$ cat src/rtl/pattgen_seq_ctrl.sv
// rtl/pattgen_seq_ctrl.sv - descriptor FIFO plus playback FSM for one pattgen channel
// Pops queued descriptors into the channel config, enables it, waits for done and an optional gap.
module pattgen_seq_ctrl #(
  parameter int unsigned Depth = 4,
  parameter int unsigned GapW  = 16
) (
  input  logic                       clk_i,
  input  logic                       rst_ni,
  input  logic                       desc_valid_i,
  output logic                       desc_ready_o,
  input  logic [63:0]                desc_data_i,
  input  logic [5:0]                 desc_len_i,
  input  logic [9:0]                 desc_reps_i,
  input  logic [31:0]                desc_prediv_i,
  input  logic [GapW-1:0]            gap_i,
  input  logic                       enable_i,
  input  logic                       abort_i,
  output logic [63:0]                ch_data_o,
  output logic [5:0]                 ch_len_o,
  output logic [9:0]                 ch_reps_o,
  output logic [31:0]                ch_prediv_o,
  output logic                       ch_enable_o,
  input  logic                       ch_done_i,
  output logic                       busy_o,
  output logic                       drained_o,
  output logic [$clog2(Depth):0]     level_o
);

  localparam int unsigned AW = $clog2(Depth);
  localparam int unsigned DW = 64 + 6 + 10 + 32;

  typedef enum logic [1:0] {
    IDLE = 2'd0,
    LOAD = 2'd1,
    RUN  = 2'd2,
    GAP  = 2'd3
  } state_e;

  state_e            state_q, state_d;
  logic [AW:0]       wr_ptr_q, wr_ptr_d;
  logic [AW:0]       rd_ptr_q, rd_ptr_d;
  logic [GapW-1:0]   gap_cnt_q, gap_cnt_d;
  logic [63:0]       data_q, data_d;
  logic [5:0]        len_q, len_d;
  logic [9:0]        reps_q, reps_d;
  logic [31:0]       prediv_q, prediv_d;
  logic              drained_q, drained_d;
  logic [DW-1:0]     mem_q [Depth];

  logic [AW:0]       level;
  logic              full;
  logic              empty;
  logic              push;
  logic              pop;
  logic              advance;
  logic [DW-1:0]     head;

  // Pointers carry one extra wrap bit so full and empty are distinguishable.
  assign level        = wr_ptr_q - rd_ptr_q;
  assign full         = (level == (AW+1)'(Depth));
  assign empty        = (level == '0);
  assign desc_ready_o = !full && !abort_i;
  assign push         = desc_valid_i && desc_ready_o;
  assign head         = mem_q[rd_ptr_q[AW-1:0]];

  always_comb begin
    state_d   = state_q;
    gap_cnt_d = gap_cnt_q;
    drained_d = 1'b0;
    pop       = 1'b0;
    advance   = 1'b0;

    case (state_q)
      IDLE: begin
        if (enable_i && !empty) begin
          pop     = 1'b1;
          state_d = LOAD;
        end
      end
      LOAD: state_d = RUN;
      RUN: begin
        if (ch_done_i) begin
          if (gap_i != '0) begin
            gap_cnt_d = gap_i;
            state_d   = GAP;
          end else begin
            advance = 1'b1;
          end
        end
      end
      GAP: begin
        if (gap_cnt_q == GapW'(1)) begin
          advance = 1'b1;
        end else begin
          gap_cnt_d = gap_cnt_q - GapW'(1);
        end
      end
      default: state_d = IDLE;
    endcase

    // End of a pattern (directly or after its gap): chain the next one or go idle.
    if (advance) begin
      if (enable_i && !empty) begin
        pop     = 1'b1;
        state_d = LOAD;
      end else begin
        state_d   = IDLE;
        drained_d = empty;
      end
    end

    if (abort_i) begin
      state_d   = IDLE;
      pop       = 1'b0;
      drained_d = 1'b0;
    end
  end

  always_comb begin
    wr_ptr_d = wr_ptr_q + (AW+1)'(push);
    rd_ptr_d = rd_ptr_q + (AW+1)'(pop);
    if (abort_i) begin
      rd_ptr_d = wr_ptr_q;
    end
  end

  always_comb begin
    data_d   = data_q;
    len_d    = len_q;
    reps_d   = reps_q;
    prediv_d = prediv_q;
    if (pop) begin
      {data_d, len_d, reps_d, prediv_d} = head;
    end
  end

  always_ff @(posedge clk_i) begin
    if (push) begin
      mem_q[wr_ptr_q[AW-1:0]] <= {desc_data_i, desc_len_i, desc_reps_i, desc_prediv_i};
    end
  end

  always_ff @(posedge clk_i or negedge rst_ni) begin
    if (!rst_ni) begin
      state_q   <= IDLE;
      wr_ptr_q  <= '0;
      rd_ptr_q  <= '0;
      gap_cnt_q <= '0;
      data_q    <= '0;
      len_q     <= '0;
      reps_q    <= '0;
      prediv_q  <= '0;
      drained_q <= 1'b0;
    end else begin
      state_q   <= state_d;
      wr_ptr_q  <= wr_ptr_d;
      rd_ptr_q  <= rd_ptr_d;
      gap_cnt_q <= gap_cnt_d;
      data_q    <= data_d;
      len_q     <= len_d;
      reps_q    <= reps_d;
      prediv_q  <= prediv_d;
      drained_q <= drained_d;
    end
  end

  assign ch_data_o   = data_q;
  assign ch_len_o    = len_q;
  assign ch_reps_o   = reps_q;
  assign ch_prediv_o = prediv_q;
  assign ch_enable_o = (state_q == RUN);
  assign busy_o      = (state_q != IDLE);
  assign drained_o   = drained_q;
  assign level_o     = level;

endmodule
$ cat config.mk
export PLATFORM = sky130hd
export DESIGN_NAME = pattgen_seq_ctrl
export DESIGN_NICKNAME = d
export VERILOG_FILES = /design/src/rtl/pattgen_seq_ctrl.sv
export SDC_FILE = /design/constraint.sdc
export NUM_CORES = 1
export LEC_CHECK = 0
export BUFFER_PORTS_ARGS = -buffer_cell sky130_fd_sc_hd__buf_4
export CAP_MARGIN = 20
export CORE_UTILIZATION = 39
export CTS_CLUSTER_DIAMETER = 150
export DETAILED_ROUTE_END_ITERATION = 7
export HOLD_SLACK_MARGIN = 0.05
export MAX_ROUTING_LAYER = met4
export PLACE_DENSITY = 0.65
export REMOVE_ABC_BUFFERS = 1
export SLEW_MARGIN = 5
export SYNTH_ARGS = -nofsm -noshare
export SYNTH_HDL_FRONTEND = slang
export SYNTH_SLANG_ARGS = --single-unit
export TNS_END_PERCENT = 100
$ cat constraint.sdc
create_clock -name clk_i -period 6.75 [get_ports clk_i]
set_input_delay 0.675 -clock clk_i [delete_from_list [all_inputs] [get_ports clk_i]]
set_output_delay 0.675 -clock clk_i [all_outputs]
set_load 0.01 [all_outputs]
==> results of run 1 <==
==> metal layers <==
| metal | wire (um) | global-route usage (%) | vias up |
|---|---|---|---|
| li1 | - | - | 4716 |
| met2 | 21500 | 24.5 | 244 |
| met3 | 2940 | 4.47 | 53 |
| met1 | 19800 | 21.6 | 5540 |
| met4 | 640 | 3.55 | 0 |
| met5 | 0 | - | - |
==> synth_stat cells, drive strengths merged (2+ instances only) <==
library cell / n / area [sq um]
a21o: 3 / 30.0
a21oi: 13 / 65.1
a2bb2oi: 4 / 35.0
a31oi: 2 / 12.5
a41oi: 2 / 17.5
and3: 2 / 12.5
buf: 19 / 140
clkbuf: 26 / 97.6
dfrtp: 137 / 3430
edfxtp: 448 / 13500
ha: 11 / 138
inv: 14 / 52.6
mux2: 114 / 1540
mux2i: 4 / 40.0
mux4: 112 / 2520
nand2: 16 / 60.1
nand3: 3 / 15.0
nand4: 3 / 18.8
nand4b: 3 / 26.3
nor2: 11 / 41.3
nor3: 9 / 50.1
nor4: 7 / 58.8
o211ai: 2 / 15.0
o21a: 3 / 22.5
o21ai: 20 / 104
o22a: 8 / 70.1
o22ai: 2 / 12.5
or3: 7 / 48.8
==> stage by stage <==
stage | instance area, sq um | worst slack (ps)
after global placement | 25100 | 2360
after detailed placement | 25100 | 2280
after CTS | 26900 | 2240
final | 27000 | 2700
after global routing | 27000 | 2380
after floorplan | 22000 | -4610
==> cell families after synthesis <==
| logic type | count (synthesis) | synth area share (%) |
|---|---|---|
| and+or+nand+nor | 67 | 1.75 |
| adders and majority gates | 12 | 0.708 |
| muxes | 230 | 18.4 |
| buffers and inverters | 59 | 1.30 |
| DFF | 585 | 75.8 |
| xor gates and xnor gates | 3 | 0.185 |
| AOI/OAI and AO/OA | 62 | 1.83 |
==> worst max-delay path by stage <==
stage / end / slack (ps) / depth (start not counted)
6_report: rd_ptr_q[1] / 2700 / 10
3_5_place_dp: rd_ptr_q[1] / 2280 / 11
2_1_floorplan: mem_q[1][0] / -4610 / 7
4_1_cts: rd_ptr_q[1] / 2240 / 11
5_1_grt: rd_ptr_q[1] / 2380 / 10
3_3_place_gp: rd_ptr_q[1] / 2360 / 11
==> placed cells by master (no fill, tap or decap), types with 4 or more instances in the layout <==
cell and count:
ha_1 11, inv_1 14, nand2_1 16, o21ai_0 19
a21oi_1 13, clkbuf_8 6, buf_12 5, clkinv_1 12
mux2_2 45, buf_4 258, clkinv_2 8, mux4_2 112
nor4_1 6, mux2_4 69, nor2_1 9, edfxtp_1 448
o22a_1 8, clkbuf_1 19, clkbuf_16 60, or3_1 6
dfrtp_1 135, mux2i_1 4, a2bb2oi_1 4, nor3_1 8
==> flip-flops by register name (all words and copies together) (netlist names) <==
| name | count |
|---|---|
| ch_prediv_o | 32 |
| ch_len_o | 6 |
| mem_q | 448 |
| wr_ptr_q | 3 |
| rd_ptr_q | 3 |
| ch_data_o | 64 |
| drained_o | 1 |
| gap_cnt_q | 16 |
| state_q | 2 |
| ch_reps_o | 10 |
==> area by class of cell <==
| class | instances | area (sq um) | share of cell area (%) |
|---|---|---|---|
| Antenna cell | 2 | 5.00 | 0.0186 |
| Clock buffer | 85 | 1660 | 6.14 |
| Clock inverter | 27 | 196 | 0.729 |
| Inverter | 14 | 52.6 | 0.195 |
| Multi-Input combinational cell | 374 | 5130 | 19.1 |
| Sequential cell | 585 | 16900 | 62.7 |
| Tap cell | 756 | 946 | 3.51 |
| Timing Repair Buffer | 265 | 2080 | 7.70 |
==> power groups by stage <==
stage / Clock [W] / Sequential (W) / Combinational [W]
2_1_floorplan: 0 / 0.00550 / 0.00211
3_3_place_gp: 0 / 0.00531 / 0.00338
3_5_place_dp: 0 / 0.00534 / 0.00342
4_1_cts: 0.00319 / 0.00528 / 0.00343
5_1_grt: 0.00332 / 0.00530 / 0.00370
6_report: 0.00309 / 0.00521 / 0.00342
==> parameters.txt, run 1 <==
Parameter                              Value

Critical path
  Crit Path Category ... reg -> reg
  End of the worst register-to-register path ... rd_ptr_q[1]
  Reg-to-reg slack, setup ... 2700 ps
  Critical path required time ... 7230 ps
  Sort of element at the start of the critical path ... flop
  Series of cell instances along the critical path ... fa_1 > xor3_1 > o21ai_0 > nor2_1 > o21ai_4 > buf_12 > inv_1 > ha_1 > ha_1 > mux2_2
  Startpoint of the worst register-to-register path ... rd_ptr_q[1]
  Number of cells on the worst reg-to-reg path ... 10
  Data arrival at the endpoint of the critical path ... between 4000 and 5000 ps
  Worst path slowest cell ... dfrtp_4
  Maximum fanout along the worst path ... 113
  Type of element capturing the critical path ... flop
  Slowest cell delay on critical path ... 1040 ps
  Largest delay contributor family on the critical path ... flip-flops
  Most Frequent Cell on Critical Path ... ha_1
  Bufs and invs on worst path ... 2
  CP Launch Point ... rd_ptr_q[1]

Floorplanning
  I/O pin cnt ... 253
  Die area ... approximately 58,000 sq um
  Effective utilization at floorplan ... 39.5%
  Overall die width ... 241 um
  Core Box Area ... 56,400 sq um
  Height of the die ... 241 um
  Site Rows ... 87

Drt
  Number of search-and-repair iterations in the first detailed-routing pass ... 5
  Initial detailed-routing violation count ... approximately 560
  Overall via count from detail_route ... 10,600
  Wire per inst ... 21.3 um
  Detailed Route WL ... 44,900 um
  Vias/cell ... 5.01
  DRC violation count after routing ... 0
  Antenna-violating nets left ... 0

STA
  Final hold vios ... 0
  Number of max-slew violations in the final report ... 0
  Fmax ... between 200 and 250 MHz
  Final setup skew ... 19.7 ps
  RSZ-0062 raised after global routing ... no
  Hold Worst Slack ... approximately 170 ps
  Max-slew headroom ... 35.3%
  Slew @ Worst Pin ... between 900 and 1000 ps
  Setup-failing EPs final ... 0
  Setup TNS Final ... 0 ps
  Final period demand of the worst path ... 4050 ps
  Period Utilization, post-route ... 60.1%

Global route
  Via count of the first global-routing pass ... 11,100
  Largest net degree at the start of global routing ... around 110
  Global-route congestion overflow total ... 0
  Initial antenna violation count ... 2
  First-pass GRT wire length ... between 60,000 and 70,000 um
  GRT Total Usage ... 16.1%

CTS
  Number of hold buffers added after CTS ... 0
  Htree depth ... 2
  Root Buffer Master ... clkbuf_16
  CTS Buffer Depth ... 3
  TritonCTS clock tree ... yes
  Sinks on Clock Net ... slightly below 600
  Clock transition at the registers of the reported paths ... 60 ps
  Post-CTS setup buffer count ... 0
  Worst-Skew Late Latency ... 600 ps
  Number of resized instances in the post-cts repair step ... 0
  TritonCTS buffer count ... 60

Run
  Total of max-cap violations ... 0

Power
  Portion of total power attributed to sequential cells ... 44.4%
  Switching power as a share of total power ... around 28%
  Total power ... between 0.01 and 0.015 W
  Reported leakage power ... 9.86 nW
  Gate power share ... 29.2%
  Power per standard cell area ... 435 nW/um^2
  Clock power frac ... 26.4%
  Power Internal ... around 0.0084 W
  Net Sw Power ... roughly 0.0033 W
  Peak ir drop on the vdd network ... 0.349 mV

Logic synthesis
  Async S/R FF share, synth ... 23.4%
  Top FF cell, synth ... edfxtp_1
  Count of cell types in the netlist ... 49
  Avg Inst Size Synth ... 21.9 sq um
  Share of the yosys chip area belonging to registers ... roughly three quarters
  EDFF count, synth ... 448
  Count of state elements after synthesis ... 585
  Post-synthesis cell count ... approximately 1,000
  Area of the mapped netlist ... 22,300 sq um
  Total number of yosys warnings ... 0

Outcome
  Result of the run ... completed

Placed design
  Total of buffers placed on input and output ports ... 252
  DP Wirelength ... 24,400 um
  Placed Instances ... 1,993
  Global placer's final weighted congestion ... about 0.84

Final layout
  Fin util ... 47.8%
  Number of nets in the layout ... 1,446
  Synth-to-layout area growth ... 21.0%
  Count of non-filler cells in the finished layout ... around 2,100
  Layout filler cell count ... 4,795
  Fraction of layout cells with a size suffix above 1 ... 43.4%

Hold path
  Worst hold path class ... in -> async
No activity file was read; power rests on OpenSTA's default activity.
==> inputs of run 2 (changes only) <==
- PLACE_DENSITY: 0.65 -> 0.63
- clock period: 6.75 -> 4.1 ns (I/O delays scaled with it)
==> run 2 against run 1 <==
Wire length grew 3.2%. Largest power group unchanged. Critical endpoint is now ch_prediv_o[28]. Fmax grew 26%. Sequential power grew 62%. Clock power grew 71%. Combinational power grew 73%. Via count grew 5.0%. Sequential share of layout area shrank 3.0 points. First-iteration DRC count grew 21%. Power grew 67%. Critical path type unchanged. Critical path depth shrank 3.
==> parameters.txt, run 2 (synthesis gave the netlist of run 1 again) <==
Parameter                              Value

Global route
  Global-route congestion overflow total ... 0
  Via count of the first global-routing pass ... 11,900
  GRT Total Usage ... ~17%
  First-pass GRT wire length ... about 71,000 um
  Largest net degree at the start of global routing ... 81
  Initial antenna violation count ... 7

Final layout
  Number of nets in the layout ... 1,568
  Number of flip-flops in the largest register ... 448
  Sequential standard cell area ... about 17,000 sq um
  Fraction of layout cells with a size suffix above 1 ... 41.4%
  Combined area of the multi-input logic cells ... 5130 sq um
  Layout filler cell count ... 4,619
  Highest-count cells in the layout ignoring fill and taps ... 448 x edfxtp_1, 262 x buf_4, 135 x dfrtp_1, 113 x dlygate4sd3_1, 112 x mux4_2
  Fin util ... 50.2%
  Synth-to-layout area growth ... 27.2%
  Commonest non-fill, non-tap cell in the layout ... edfxtp_1

STA
  Max-slew headroom ... 42.3%
  Final hold vios ... 0
  Final setup skew ... between 20 and 25 ps
  Setup TNS Final ... 0 ps
  Final period demand of the worst path ... 3220 ps
  Fmax ... around 310 MHz
  Setup-failing EPs final ... 0
  Period Utilization, post-route ... 78.4%
  Number of max-slew violations in the final report ... 0
  Slew @ Worst Pin ... 865 ps
  RSZ-0062 raised after global routing ... no

Critical path
  Critical path required time ... around 4600 ps
  Data arrival at the endpoint of the critical path ... around 3700 ps
  Maximum fanout along the worst path ... 66
  Type of element capturing the critical path ... flop
  Crit Path Category ... reg -> reg
  Sort of element at the start of the critical path ... flop

Drt
  Met2 wire len ... approximately 23,000 um
  Detailed Route WL ... ~46,000 um
  Antenna-violating nets left ... 0
  DRC violation count after routing ... 0
  Highest Signal Layer ... met4
  Number of search-and-repair iterations in the first detailed-routing pass ... 5
  Overall via count from detail_route ... 11,100
  Vias/cell ... 4.96
  Wire per inst ... 20.7 um
  Initial detailed-routing violation count ... 682
  Routed metal-1 wirelength ... 20,000 um
  Routed wl met3 ... 2960 um

CTS
  Number of resized instances in the post-cts repair step ... 0
  TritonCTS clock tree ... yes
  CTS Buffer Depth ... 3
  Worst-Skew Late Latency ... 600 ps
  Root Buffer Master ... clkbuf_16
  TritonCTS buffer count ... between 50 and 60
  Clock transition at the registers of the reported paths ... 60 ps
  Sinks on Clock Net ... ~600
  Post-CTS setup buffer count ... 0
  Htree depth ... 2

Floorplanning
  Core Box Area ... ~56,000 sq um
  Site Rows ... 87
  Overall die width ... roughly 240 um
  Die area ... 58,100 sq um
  Effective utilization at floorplan ... 39.5%
  Height of the die ... approximately 240 um
  I/O pin cnt ... ~250

Run
  Total of max-cap violations ... 0

Hold path
  Worst hold path class ... in -> reg

Power
  Peak ir drop on the vdd network ... 0.406 mV
  Power per standard cell area ... around 700 nW/um^2
  Reported leakage power ... 10.4 nW

Placed design
  Total of buffers placed on input and output ports ... 252
  DP Wirelength ... 26,700 um
  Global placer's final weighted congestion ... 0.847

Outcome
  Result of the run ... completed
## run 2: worst max-delay path: stages, from the launching register on
cell	delay, ps
dfrtp_4	630
fa_1	460
xor3_1	460
o21ai_0	340
nor2_1	140
o21ai_4	120
buf_12	400
mux2_2	400
## run 2: layout make-up
cell class	count	area share, %
diodes	7	0.0618
clock buffers	76	5.80
clock inverters	35	1.05
inverters	14	0.186
multi-input cells	374	18.1
flip-flops and latches	585	59.6
well taps	756	3.34
repair buffers	388	11.8
## run 2: repair_timing
item                       CTS  global route
hold buffers               113             0
hold endpoints to repair   517             0
setup endpoints to repair    0             0
## run 2: path summary, 6_finish.rpt
check | start | end | slack (ps) | depth (start not counted)
max in group asynchronous | rst_ni | ch_reps_o[5] | 2650 | 3
max reg2reg | rd_ptr_q[1] | ch_prediv_o[28] | 880 | 7
min in group asynchronous | rst_ni | gap_cnt_q[2] | 470 | 2
min | abort_i | drained_o | 110 | 2
min reg2reg | ch_prediv_o[31] | ch_prediv_o[31] | 510 | 1
max | rd_ptr_q[1] | ch_prediv_o[28] | 880 | 7
## run 2: metrics by stage
step / total power (W) / instance area [sq um] / hold slack (ps) / worst slack (ps) / std cells
floorplan: 0.0125 / 22000 / 114 / -7260 / 973
global placement: 0.0144 / 25200 / 489 / 904 / 2004
detailed placement: 0.0145 / 25200 / 494 / 873 / 2004
CTS: 0.0199 / 28300 / 51.8 / 843 / 2228
global route: 0.0206 / 28300 / 88.2 / 695 / 2235
finish: 0.0196 / 28300 / 106 / 884 / 2235
## run 2: power breakdown
group          switching [W]  leakage [nW]  internal, W  total [W]
logic                0.00268          3.81      0.00325    0.00593
registers           0.000670          5.68      0.00775    0.00842
clock network        0.00220         0.951      0.00308    0.00527
## run 2: layer usage
layer / GRT usage [%] / up-vias
met5: - / -
met4: 3.78 / 0
met3: 4.76 / 53
met2: 26.5 / 265
met1: 21.5 / 5793
li1: - / 4965
==> inputs of run 3 (changes only) <==
- ABC_AREA: not set -> 1
- PLACE_DENSITY: 0.63 -> 0.65
- clock period: 4.1 -> 2.9 ns (I/O delays scaled with it)
==> run 3 against run 2 <==
Final area up 3.1%. Register-to-register slack got worse by 790 ps. Synthesized cell count up 70%. Largest power group unchanged. Flip-flop and latch count is the same. Power rose by 49%. Largest cell class unchanged.
==> parameters.txt, run 3 <==
Parameter                              Value

Outcome
  Result of the run ... completed

Critical path
  End point of the critical path ... mem_q[1][83]
  Maximum fanout along the worst path ... 21
  Logic depth of the worst setup path including buffers ... 13
  Startpoint of the worst register-to-register path ... wr_ptr_q[0]
  Type of element capturing the critical path ... flop
  Sort of element at the start of the critical path ... flop
  Critical path required time ... approximately 3200 ps
  Series of cell instances along the critical path ... inv_1 > ha_1 > fa_1 > nand3_1 > nand2_1 > nand3_1 > nand2_1 > inv_1 > nand2_2 > nor3_4 > buf_4 > buf_4 > buf_12
  Crit Path Category ... reg -> reg
  Data arrival at the endpoint of the critical path ... 3120 ps
  Bufs and invs on worst path ... 5
  Worst path slowest cell ... dfrtp_2
  Largest delay contributor family on the critical path ... simple AND/OR/NAND/NOR gates
  Reg-to-reg slack, setup ... roughly 93 ps
  End of the worst register-to-register path ... mem_q[1][83]
  Slowest cell delay on critical path ... 430 ps
  CP Launch Point ... wr_ptr_q[0]
  Number of cells on the worst reg-to-reg path ... 13

Logic synthesis
  Cell accounting for the most synthesized area ... edfxtp_1
  Post-Synth Simple-Gate Area ... 10.5%
  Post-synth top cells ... 538 x nand2_1, 448 x edfxtp_1, 137 x dfrtp_1
  Top FF cell, synth ... edfxtp_1
  Avg Inst Size Synth ... 13.2 sq um
  Area of the mapped netlist ... between 20,000 and 25,000 sq um
  Area fraction in compound gates after synthesis ... a little under an eighth
  Multiplexer fraction of the synthesized cell area ... 0%
  Count of cell types in the netlist ... 39
  Main combinational cell family by area after synthesis ... compound AO/OA/AOI/OAI gates
  Ranking of synthesized cells by area ... edfxtp_1 59%, dfrtp_1 15%, nand2_1 8.9%
  Share of the yosys chip area belonging to registers ... 74.1%
  Most frequently used cell type in the post-synthesis netlist ... nand2_1
  Synth Area in XOR/XNOR ... less than 1%
  Post-synthesis cell count ... 1,729
  Adder-cell share of the synthesized area ... 0.692%
  Total number of yosys warnings ... 0
  Count of state elements after synthesis ... 585
  Async S/R FF share, synth ... 23.4%
  Yosys top cell area share ... between 50% and 60%
  EDFF count, synth ... roughly 450

Final layout
  Commonest non-fill, non-tap cell in the layout ... nand2_1
  Sequential standard cell area ... 16,900 sq um
  Fin util ... 50.6%
  Highest-count cells in the layout ignoring fill and taps ... 537 x nand2_1, 448 x edfxtp_1, 276 x buf_4, 135 x dfrtp_1, 130 x dlygate4sd3_1
  Post-route design area ... 29,200 sq um
  Synth-to-layout area growth ... 28.2%
  Number of nets in the layout ... 2,265
  Layout filler cell count ... 4,903
  Fraction of layout cells with a size suffix above 1 ... a little over a fifth
  Number of flip-flops in the largest register ... 448
  Combined area of the multi-input logic cells ... 5280 sq um

Power
  Net Sw Power ... 0.00984 W
  Switching power as a share of total power ... between 30% and 40%
  Reported leakage power ... between 10 and 15 nW
  Clock power frac ... 27.2%
  Total power ... just under 0.03 W
  Portion of total power attributed to sequential cells ... around 40%
  Gate power share ... 32.9%
  Power per standard cell area ... 1000 nW/um^2
  Peak ir drop on the vdd network ... 0.744 mV
  Power Internal ... 0.0194 W

Placed design
  Total of buffers placed on input and output ports ... 252
  DP Wirelength ... 33,000 um
  Area of placed instances ... about 26,000 sq um
  Pre-CTS WS ... 116 ps
  Global placer's final weighted congestion ... 0.900

Floorplanning
  Site Rows ... 88
  Die area ... roughly 59,000 sq um
  Height of the die ... ~240 um
  I/O pin cnt ... 253
  Overall die width ... 244 um
  Core Box Area ... 57,700 sq um
  Effective utilization at floorplan ... 39.5%

Global route
  Initial antenna violation count ... 9
  Via count of the first global-routing pass ... 14,700
  Global-route congestion overflow total ... 0
  Largest net degree at the start of global routing ... 227
  GRT Total Usage ... a little under a fifth
  First-pass GRT wire length ... 84,500 um

STA
  Fmax ... about 360 MHz
  Final period demand of the worst path ... 2810 ps
  Setup-failing EPs final ... 0
  Final setup skew ... around 27 ps
  Final hold vios ... 0
  Slew @ Worst Pin ... 1160 ps
  Max-slew headroom ... 23.0%
  Number of max-slew violations in the final report ... 0
  Worst path setup slack after routing ... 93.2 ps
  Period Utilization, post-route ... 96.8%

Drt
  Wire per inst ... 18.6 um
  Detailed Route WL ... about 55,000 um
  DRC violation count after routing ... 0
  Antenna-violating nets left ... 0
  Overall via count from detail_route ... approximately 15,000
  Number of search-and-repair iterations in the first detailed-routing pass ... 7
  Initial detailed-routing violation count ... 1,130
  Vias/cell ... ~5.1

CTS
  CTS Buffer Depth ... 3
  Worst-Skew Late Latency ... 620 ps
  TritonCTS clock tree ... yes
  TritonCTS buffer count ... 61
  Sinks on Clock Net ... 585
  Htree depth ... 2
  Clock transition at the registers of the reported paths ... roughly 60 ps
  Root Buffer Master ... clkbuf_16

Hold path
  Worst hold path class ... in -> reg

Run
  Total of max-cap violations ... 0
## run 3: repair_timing
action,4_1_cts,5_1_grt
resized for setup,0,15
buffers inserted,0,4
hold buffers,130,0
setup endpoints to repair,0,318
endpoints found under the hold margin,517,0
## run 3: worst min-delay path by stage
stage / from / end / slack [ps] / depth (start not counted)
6_report: desc_valid_i / wr_ptr_q[0] / 180 / 4
2_1_floorplan: rst_ni / ch_data_o[0] / -6 / 0
4_1_cts: desc_valid_i / wr_ptr_q[0] / 140 / 4
5_1_grt: desc_valid_i / wr_ptr_q[0] / 190 / 4
3_3_place_gp: rst_ni / ch_prediv_o[8] / 320 / 1
3_5_place_dp: rst_ni / ch_data_o[20] / 310 / 1
## run 3: kinds of logic after synthesis
logic type / count (synthesis)
AOI/OAI and AO/OA: 371
xor gates and xnor gates: 8
and+or+nand+nor: 614
adders and majority gates: 12
buffers and inverters: 139
DFF: 585
## run 3: power groups by stage
stage	Combinational (W)	Clock (W)	Sequential, W
final	0.00962	0.00797	0.0117
after global routing	0.0106	0.00845	0.0118
after CTS	0.00967	0.00815	0.0116
after detailed placement	0.00948	0	0.0118
after global placement	0.00925	0	0.0118
after floorplan	0.00496	0	0.0124
## run 3: cell type report
class,count,share of cell area [%]
clock buffer,80,5.61
multi-input combinational,1005,18.1
antenna,10,0.0857
tap,765,3.28
clock inverter,34,1.44
sequential,585,57.8
inverter,36,0.505
timing repair buffer,430,13.2
## run 3: worst reg2reg max path: stages, from the launching register on
cell and delay (ps):
dfrtp_2 430, inv_1 150, ha_1 240, fa_1 380, nand3_1 130, nand2_1 90, nand3_1 80, nand2_1 60
inv_1 80, nand2_2 150, nor3_4 210, buf_4 130, buf_4 150, buf_12 200
## run 3: stage by stage
step / hold WS (ps) / cells / TNS, ps
final: 176 / 2945 / 0
after floorplan: -5.59 / 1626 / -5174250
after CTS: 143 / 2929 / 0
after detailed placement: 307 / 2685 / 0
after global routing: 191 / 2944 / -507
after global placement: 321 / 2685 / 0
## run 3: layer usage
metal  wire (um)  up-vias  part of all wire [%]  GRT usage (%)
met3        3380       66                   6.2           3.47
met5           0        -                     0              -
li1            -     7035                     -              -
met1       25100     7408                    46           26.2
met4         913        0                   1.7           4.49
met2       25200      441                    46           28.1
